[src/rtl/md_pkg.sv]
// ---------------------------------------------------------------------------
// md_pkg
//   Shared definitions for the MD (mult/div) issue path.
//
//   This package holds:
//     - MDC_*        4-bit MD-class op codes carried down the pipeline.
//     - MD_OP_*      3-bit op codes understood by the MD unit.
//     - E_MF_SEL_*   E-stage result mux selects.
//     - md_state_t   issue-controller FSM states.
//     - md_dec_t     decoded view of an MD-class op.
//     - md_decode()  combinational decode/map from MDC_* to md_dec_t.
// ---------------------------------------------------------------------------
package md_pkg;

    localparam logic [3:0] MDC_NONE  = 4'd0;
    localparam logic [3:0] MDC_MULT  = 4'd1;
    localparam logic [3:0] MDC_MULTU = 4'd2;
    localparam logic [3:0] MDC_DIV   = 4'd3;
    localparam logic [3:0] MDC_DIVU  = 4'd4;
    localparam logic [3:0] MDC_MTHI  = 4'd5;
    localparam logic [3:0] MDC_MTLO  = 4'd6;
    localparam logic [3:0] MDC_MFHI  = 4'd7;
    localparam logic [3:0] MDC_MFLO  = 4'd8;

    localparam logic [2:0] MD_OP_MULTU = 3'b000;
    localparam logic [2:0] MD_OP_MULT  = 3'b001;
    localparam logic [2:0] MD_OP_DIVU  = 3'b010;
    localparam logic [2:0] MD_OP_DIV   = 3'b011;

    localparam logic [1:0] E_MF_SEL_ALU = 2'b00;
    localparam logic [1:0] E_MF_SEL_HI  = 2'b01;
    localparam logic [1:0] E_MF_SEL_LO  = 2'b10;

    typedef enum logic {
        ST_IDLE = 1'b0,
        ST_RUN  = 1'b1
    } md_state_t;

    typedef struct packed {
        logic       is_issue;   // mult/multu/div/divu: starts the MD unit
        logic       is_div;     // selects the div latency for the busy counter
        logic [2:0] md_op;      // MD unit op code (MULTU when not issuing)
        logic       is_mthi;
        logic       is_mtlo;
        logic [1:0] mf_sel;     // E result mux select for mfhi/mflo
    } md_dec_t;

    // Codes 9..15 fall into the default arm and decode exactly like MDC_NONE.
    function automatic md_dec_t md_decode(input logic [3:0] op);
        md_dec_t d;
        d          = '0;
        d.md_op    = MD_OP_MULTU;
        d.mf_sel   = E_MF_SEL_ALU;
        case (op)
            MDC_MULT:  begin d.is_issue = 1'b1; d.md_op = MD_OP_MULT;  end
            MDC_MULTU: begin d.is_issue = 1'b1; d.md_op = MD_OP_MULTU; end
            MDC_DIV:   begin d.is_issue = 1'b1; d.is_div = 1'b1; d.md_op = MD_OP_DIV;  end
            MDC_DIVU:  begin d.is_issue = 1'b1; d.is_div = 1'b1; d.md_op = MD_OP_DIVU; end
            MDC_MTHI:  d.is_mthi = 1'b1;
            MDC_MTLO:  d.is_mtlo = 1'b1;
            MDC_MFHI:  d.mf_sel  = E_MF_SEL_HI;
            MDC_MFLO:  d.mf_sel  = E_MF_SEL_LO;
            default:   ;
        endcase
        return d;
    endfunction

    // True for any real MD-class op (1..8); 0 and 9..15 are not MD-class.
    function automatic logic md_is_md_class(input logic [3:0] op);
        return (op >= MDC_MULT) && (op <= MDC_MFLO);
    endfunction

endpackage

[src/rtl/md_issue_ctrl.sv]
// ---------------------------------------------------------------------------
// md_issue_ctrl
//   E-stage issue/stall controller in front of the MD (mult/div) unit.
//   Decodes the MD-class op in E, drives the MD start/op/HI/LO write strobes
//   and operands, mirrors the MD busy window with a private latency counter,
//   stalls D while an MD-class instruction there must wait, selects the
//   HI/LO read for mfhi/mflo, and flags any disagreement with md_busy.
//
//   Parameters
//     MULT_CYCLES  busy cycles after a mult/multu start edge (= MD mult latency)
//     DIV_CYCLES   busy cycles after a div/divu start edge  (= MD div latency)
//     CNT_W        counter width, 2**CNT_W > max(MULT_CYCLES, DIV_CYCLES)
//
//   Ports
//     clk, reset          posedge clock, asynchronous active-high reset
//     d_md_op[3:0]        MD-class op of the instruction in D
//     e_md_op[3:0]        MD-class op of the instruction in E
//     e_valid, e_flush    E slot holds a real instruction / is killed
//     e_rs, e_rt[31:0]    forwarded operands in E
//     md_busy             busy flag from the MD unit
//     md_start            MD start strobe (combinational)
//     md_op[2:0]          MD op code, 000 when not issuing
//     md_hi_write/lo      mthi / mtlo strobes
//     md_a, md_b[31:0]    MD operands (e_rs / e_rt)
//     e_mf_sel[1:0]       E result mux: 00 ALU, 01 HI, 10 LO
//     stall_d             freeze PC and IF/ID, bubble into ID/EX
//     md_err              sticky tracker/issue consistency error
// ---------------------------------------------------------------------------
module md_issue_ctrl
    import md_pkg::*;
#(
    parameter int MULT_CYCLES = 5,
    parameter int DIV_CYCLES  = 10,
    parameter int CNT_W       = 4
) (
    input  logic        clk,
    input  logic        reset,
    input  logic [3:0]  d_md_op,
    input  logic [3:0]  e_md_op,
    input  logic        e_valid,
    input  logic        e_flush,
    input  logic [31:0] e_rs,
    input  logic [31:0] e_rt,
    input  logic        md_busy,
    output logic        md_start,
    output logic [2:0]  md_op,
    output logic        md_hi_write,
    output logic        md_lo_write,
    output logic [31:0] md_a,
    output logic [31:0] md_b,
    output logic [1:0]  e_mf_sel,
    output logic        stall_d,
    output logic        md_err
);

    md_state_t          r_state;
    md_state_t          w_state_nxt;
    logic [CNT_W-1:0]   r_cnt;
    logic [CNT_W-1:0]   w_cnt_nxt;
    logic               r_err;

    md_dec_t            w_dec;
    logic               w_live;
    logic               w_issue_req;
    logic               w_idle;
    logic               w_busy_i;
    logic               w_err_set;

    assign w_dec       = md_decode(e_md_op);
    assign w_live      = e_valid & ~e_flush;
    assign w_issue_req = w_live & w_dec.is_issue;
    assign w_idle      = (r_state == ST_IDLE);
    assign w_busy_i    = (r_state == ST_RUN);

    // E-stage MD strobes: nothing may be started or written while MD is busy.
    assign md_start    = w_issue_req & w_idle;
    assign md_op       = md_start ? w_dec.md_op : MD_OP_MULTU;
    assign md_hi_write = w_live & w_dec.is_mthi & w_idle;
    assign md_lo_write = w_live & w_dec.is_mtlo & w_idle;
    assign md_a        = e_rs;
    assign md_b        = e_rt;
    assign e_mf_sel    = e_valid ? w_dec.mf_sel : E_MF_SEL_ALU;

    // The issue cycle itself stalls D too, so the stall spans 1 + latency cycles.
    assign stall_d     = md_is_md_class(d_md_op) & (md_start | w_busy_i);

    // md_busy rises one edge after start, the same edge our FSM enters RUN,
    // so a straight per-cycle comparison needs no skew compensation.
    assign w_err_set   = (w_busy_i != md_busy) | (w_issue_req & w_busy_i);
    assign md_err      = r_err;

    always_comb begin
        w_state_nxt = r_state;
        w_cnt_nxt   = r_cnt;
        case (r_state)
            ST_IDLE: begin
                if (md_start) begin
                    w_state_nxt = ST_RUN;
                    w_cnt_nxt   = w_dec.is_div ? CNT_W'(DIV_CYCLES) : CNT_W'(MULT_CYCLES);
                end
            end
            ST_RUN: begin
                // A flush in E cannot cancel MD, so RUN always drains to zero.
                if (r_cnt == CNT_W'(1)) begin
                    w_state_nxt = ST_IDLE;
                    w_cnt_nxt   = '0;
                end else begin
                    w_cnt_nxt   = r_cnt - CNT_W'(1);
                end
            end
            default: begin
                w_state_nxt = ST_IDLE;
                w_cnt_nxt   = '0;
            end
        endcase
    end

    always_ff @(posedge clk or posedge reset) begin
        if (reset) begin
            r_state <= ST_IDLE;
            r_cnt   <= '0;
            r_err   <= 1'b0;
        end else begin
            r_state <= w_state_nxt;
            r_cnt   <= w_cnt_nxt;
            if (w_err_set) begin
                r_err <= 1'b1;
            end
        end
    end

endmodule

[config.mk]
export PLATFORM = sky130hd
export DESIGN_NAME = md_issue_ctrl
export DESIGN_NICKNAME = d
export VERILOG_FILES = /design/src/rtl/md_pkg.sv /design/src/rtl/md_issue_ctrl.sv
export SDC_FILE = /design/constraint.sdc
export NUM_CORES = 1
export LEC_CHECK = 0
export BUFFER_PORTS_ARGS = -buffer_cell sky130_fd_sc_hd__clkbuf_2
export CAP_MARGIN = 20
export CORE_MARGIN = 2
export CORE_UTILIZATION = 28
export CTS_BUF_LIST = sky130_fd_sc_hd__clkbuf_8
export CTS_CLUSTER_SIZE = 16
export DETAILED_ROUTE_END_ITERATION = 10
export PLACE_DENSITY = 0.87
export SKIP_CTS_REPAIR_TIMING = 1
export SYNTH_ARGS = -nofsm -noshare
export SYNTH_HDL_FRONTEND = slang
export SYNTH_SLANG_ARGS = --single-unit
[constraint.sdc]
create_clock -name clk -period 1.4 [get_ports clk]
set_input_delay 0 -clock clk [delete_from_list [all_inputs] [get_ports clk]]
set_output_delay 0 -clock clk [all_outputs]
set_load 0.01 [all_outputs]
# Word-level counts from Yosys, hierarchy flattened
# Index checks and enable logic that the tools add are counted.
# word_totals
in_bits,77
register_bits,6
# op_classes
add_sub_neg,1
n_mux,15
reduce_logical,3
eq_ne,11
magnitude_cmp,2
bitwise_logic,13
# ops
op,n
$eq A4 B3 Y1 const B,4
$mux W4,3
$and A1 B1 Y1,9
$eq A4 B1 Y1 const B,2
$eq A4 B2 Y1 const B,2
$pmux W4 S2,1
$mux W1,6
$pmux W2 S3,1
$eq A4 B4 Y1 const B,1
$ge A4 B1 Y1 const B,1
$le A4 B4 Y1 const B,1
$pmux W2 S2,1
$reduce_or A4 Y1,1
$sub A4 B1 Y4 const B,1
$mux W3,1
$mux W2,1
$ne A2 B2 Y1 const B,1
$not A1 Y1,2
$or A1 B1 Y1,2
$pmux W1 S2,1
$reduce_or A2 Y1,1
$logic_and A1 B1 Y1,1
$ne A1 B1 Y1,1

# Depth between registers and ports, before layout
# logic_depth
word_depth,7
mapped_depth,6
ltp_nobuf,6

# Worst setup path after synthesis
# Ideal clock, no wire load.
# synth_timing
path_kind,flip-flop to flip-flop
start,register r_cnt[0]
end,register r_cnt[3]
setup_ns,0.126
slack_ns,0.028
path_stages_with_launch,4
n_path_buf,0
arrival_ns,1.246
path_cell_list,dfrtp_1 > or3_1 > a21o_1 > a221o_1
# synth_between
elab_chain_cells,3
elab_cells_between_ends,4
classes_between,add/sub: 1; eq/ne: 1; mux: 2
# synth_lines
element,line_no,rtl
start: declaration,md_issue_ctrl.sv:58,logic [CNT_W-1:0] r_cnt;
start signal: assignment,md_issue_ctrl.sv:125,r_cnt <= w_cnt_nxt;
$sub A4 B1 Y4 / $eq A4 B1 Y1 (equally long branches),"md_issue_ctrl.sv:108, md_issue_ctrl.sv:104",
$mux W4 (*),md_issue_ctrl.sv:104,if (r_cnt == CNT_W'(1)) begin
$pmux W4 S2 (*),md_issue_ctrl.sv:95,case (r_state)
# Mark *: on every way between the ends. The rest lies on a longest branch, timed or not.
# A chain may end at the register's enable or synchronous reset.

# Final worst setup path
# layout_timing
start,register r_cnt[1]
end,register r_cnt[3]
# The elaborated chain is that of the path after synthesis.

==> flow_metrics.py <==
metrics = {
    "drt": {
        "dr.pass1.iters": 3,
        "drcViolationCount": 0,
        "final_antenna_net_count": 0,
        "via_count": 588,
        "wl_per_cell_um": 11.8,
        "drt_wl_total_mm": 1.59,
        "drtIter0Drc": 10,
        "routed_via_density": 4.36,
    },
    "placement": {
        "placed_area_sq_um": 684,
        "dp_hpwl_mm": 1.23,
        "io_buffers": 21,
        "gp_congestion": 0.738,
    },
    "synthesis": {
        "syn_nets": 207,
        "synth_area_leaders": "buf_4 (50%), dfrtp_1 (15%), nor3_1 (4.4%), ha_1 (2.5%), nor4b_4 (2.3%)",
        "yosysSeqAreaShare": 0.147,
        "synth.distinct_cells": 32,
        "yosysWarnings": 0,
        "yosysTopAreaCell": "buf_4",
        "netlist_area_sq_um": 1020,
        "synth-seq-cells": 6,
        "avgSynthCellArea_sq_um": 7.98,
        "synth_cells": 128,
        "synthDominantCellAreaShare": 0.500,
    },
    "global_route": {
        "track_usage": 0.0793,
        "antenna_found_initial": 0,
        "grt_pass1_wl_mm": 2.51,
        "grt_pass1_vias": 595,
        "grt_max_degree": 12,
        "grt-ovfl-total": 0,
    },
    "job": {
        "maxCapViolCount": 0,
    },
    "finish": {
        "fillers": 363,
        "multi_input_area_sq_um": 368,
        "drive_above_1_share": 0.483,
        "antenna_cells": 0,
        "layout_common_cells": "clkbuf_2 (19), nor3_1 (8), inv_1 (6), dfrtp_1 (6)",
        "area_delta_synth_final_pct": -22.4,
        "final_cell_area_sq_um": 792,
        "regArea_sq_um": 150,
        "final_common_cell": "clkbuf_2",
        "layout.nets": 170,
    },
    "worst_setup_path": {
        "regToRegSetupSlack_ns": 0.02,
        "startpoint": "r_cnt[1]",
        "startpoint_type": "flip-flop",
        "rr_startpoint": "r_cnt[1]",
        "arrival_ns": 1.48,
        "end_kind": "flip-flop",
        "critical_path_required_ns": 1.50,
        "r2r-end": "r_cnt[3]",
        "crit_type": "reg2reg",
        "ff2ff_path_depth": 3,
        "crit_fanout": 2,
    },
    "timing": {
        "drv_slew": 0,
        "finalSetupTns_ns": 0,
        "finalClockSkew_ns": 0.00313,
        "rsz0062_at_grt": "true",
        "fmax_ghz": 0.722,
        "hold_violations": 0,
        "fin_crit_ns": 1.38,
        "setup-violations-final": 0,
        "min_period_over_period": 0.989,
    },
    "clocking": {
        "htreeDepth": 1,
        "root_buffer": "clkbuf_8",
        "cts_tree": "yes",
        "path_clk_slew_ns": 0.03,
        "clk_latency_ns": 0.22,
        "cts_sinks": 6,
        "ctsLongestPathBuffers": 2,
        "numCtsBuffers": 3,
    },
    "min_path": {
        "hold_path_depth": 0,
        "worst_hold_startpoint": "e_rs[29]",
        "worstHoldEndpoint": "md_a[29]",
        "hp-class": "in2out",
    },
    "outcome": {
        "status": "complete, no violations",
    },
    "power": {
        "clockPowerShare": 0.218,
        "p_per_area_nw_per_um2": 1480,
        "p_comb_frac": 0.525,
        "ir_drop_mv": 0.259,
        "finalPower_mw": 1.18,
        "p_int_mw": 0.743,
        "p_sw_mw": 0.433,
        "swShare": 0.368,
        "seqPwrFrac": 0.257,
        "power_leakage_nw": 0.369,
    },
    "floorplanning": {
        "die_y_um": 64.4,
        "core_area_sq_um": 3420,
        "die_w_um": 64.4,
        "pin_count": 151,
        "rows": 21,
        "initial_core_util": 0.299,
        "die-area_sq_um": 4150,
    },
}
[power groups by stage]
stage	clock network (mW)	registers (mW)	logic, mW
after floorplan	0	0.291	0.578
after global placement	0	0.288	0.507
after detailed placement	0	0.291	0.531
after CTS	0.262	0.288	0.536
after global routing	0.282	0.307	0.710
final	0.256	0.302	0.618
[synth_stat cells, drive strengths merged]
library cell	number
a211o	2
nand3	1
ha	2
nor3b	2
xnor2	1
xor2	1
and2	1
o311ai	1
nor2b	1
a21oi	2
nand2b	1
or3	3
nor4b	1
dfrtp	6
o21ai	3
and4b	1
buf	69
conb	1
nor2	6
inv	6
a31oi	1
nand2	4
nor3	9
a221o	1
nand3b	1
a21o	1
[worst max-delay path: stages, from the launching register on]
cell and delay (ns):
dfrtp_1 0.38, or3_4 0.39, a21o_1 0.18, a221o_1 0.31
[registers in the layout, summed over array words and instances, names as in the netlist]
register  flops
r_state       1
r_cnt         4
md_err        1
[layer usage]
| metal | routed length (um) | up-vias | global-route usage |
|---|---|---|---|
| met1 | 496 | 274 | 0.0648 |
| met2 | 846 | 20 | 0.132 |
| met3 | 133 | 22 | 0.0211 |
| li1 | - | 272 | - |
| met4 | 115 | 0 | 0.112 |
| met5 | 0 | - | 0 |
[stage by stage]
step	setup WS, ns	cells	hold slack (ns)	util
3_3_place_gp	0.0114	129	-0.0919	0.200
6_report	0.0151	135	0.00000392	0.232
2_1_floorplan	0.0283	128	-0.209	-
4_1_cts	-0.0345	132	-0.316	0.212
3_5_place_dp	-0.0247	129	-0.0823	0.200
5_1_grt	-0.0233	135	0.0000150	0.232
[worst max-delay path by stage]
stage / slack, ns / depth (start not counted) / endpoint
3_5_place_dp: -0.02 / 3 / r_cnt[3]
5_1_grt: -0.02 / 6 / r_cnt[2]
3_3_place_gp: 0.01 / 3 / r_cnt[3]
4_1_cts: -0.03 / 3 / r_cnt[3]
2_1_floorplan: 0.03 / 3 / r_cnt[3]
6_report: 0.02 / 3 / r_cnt[3]
[final cells by class]
type                    count  share of cell area
clock buffers               3              0.0521
well taps                  46              0.0727
inverters                   6              0.0284
repair buffers             27               0.193
flip-flops and latches      6               0.190
multi-input cells          47               0.464
[cells by family after synthesis]
group	share of synthesized area
AOI/OAI and AO/OA	0.0809
xor gates and xnor gates	0.0172
other	0.00367
buffers and inverters	0.533
and+or+nand+nor	0.194
adders and majority gates	0.0245
DFF	0.147
Note: power is estimated with default switching activity, not from simulation.
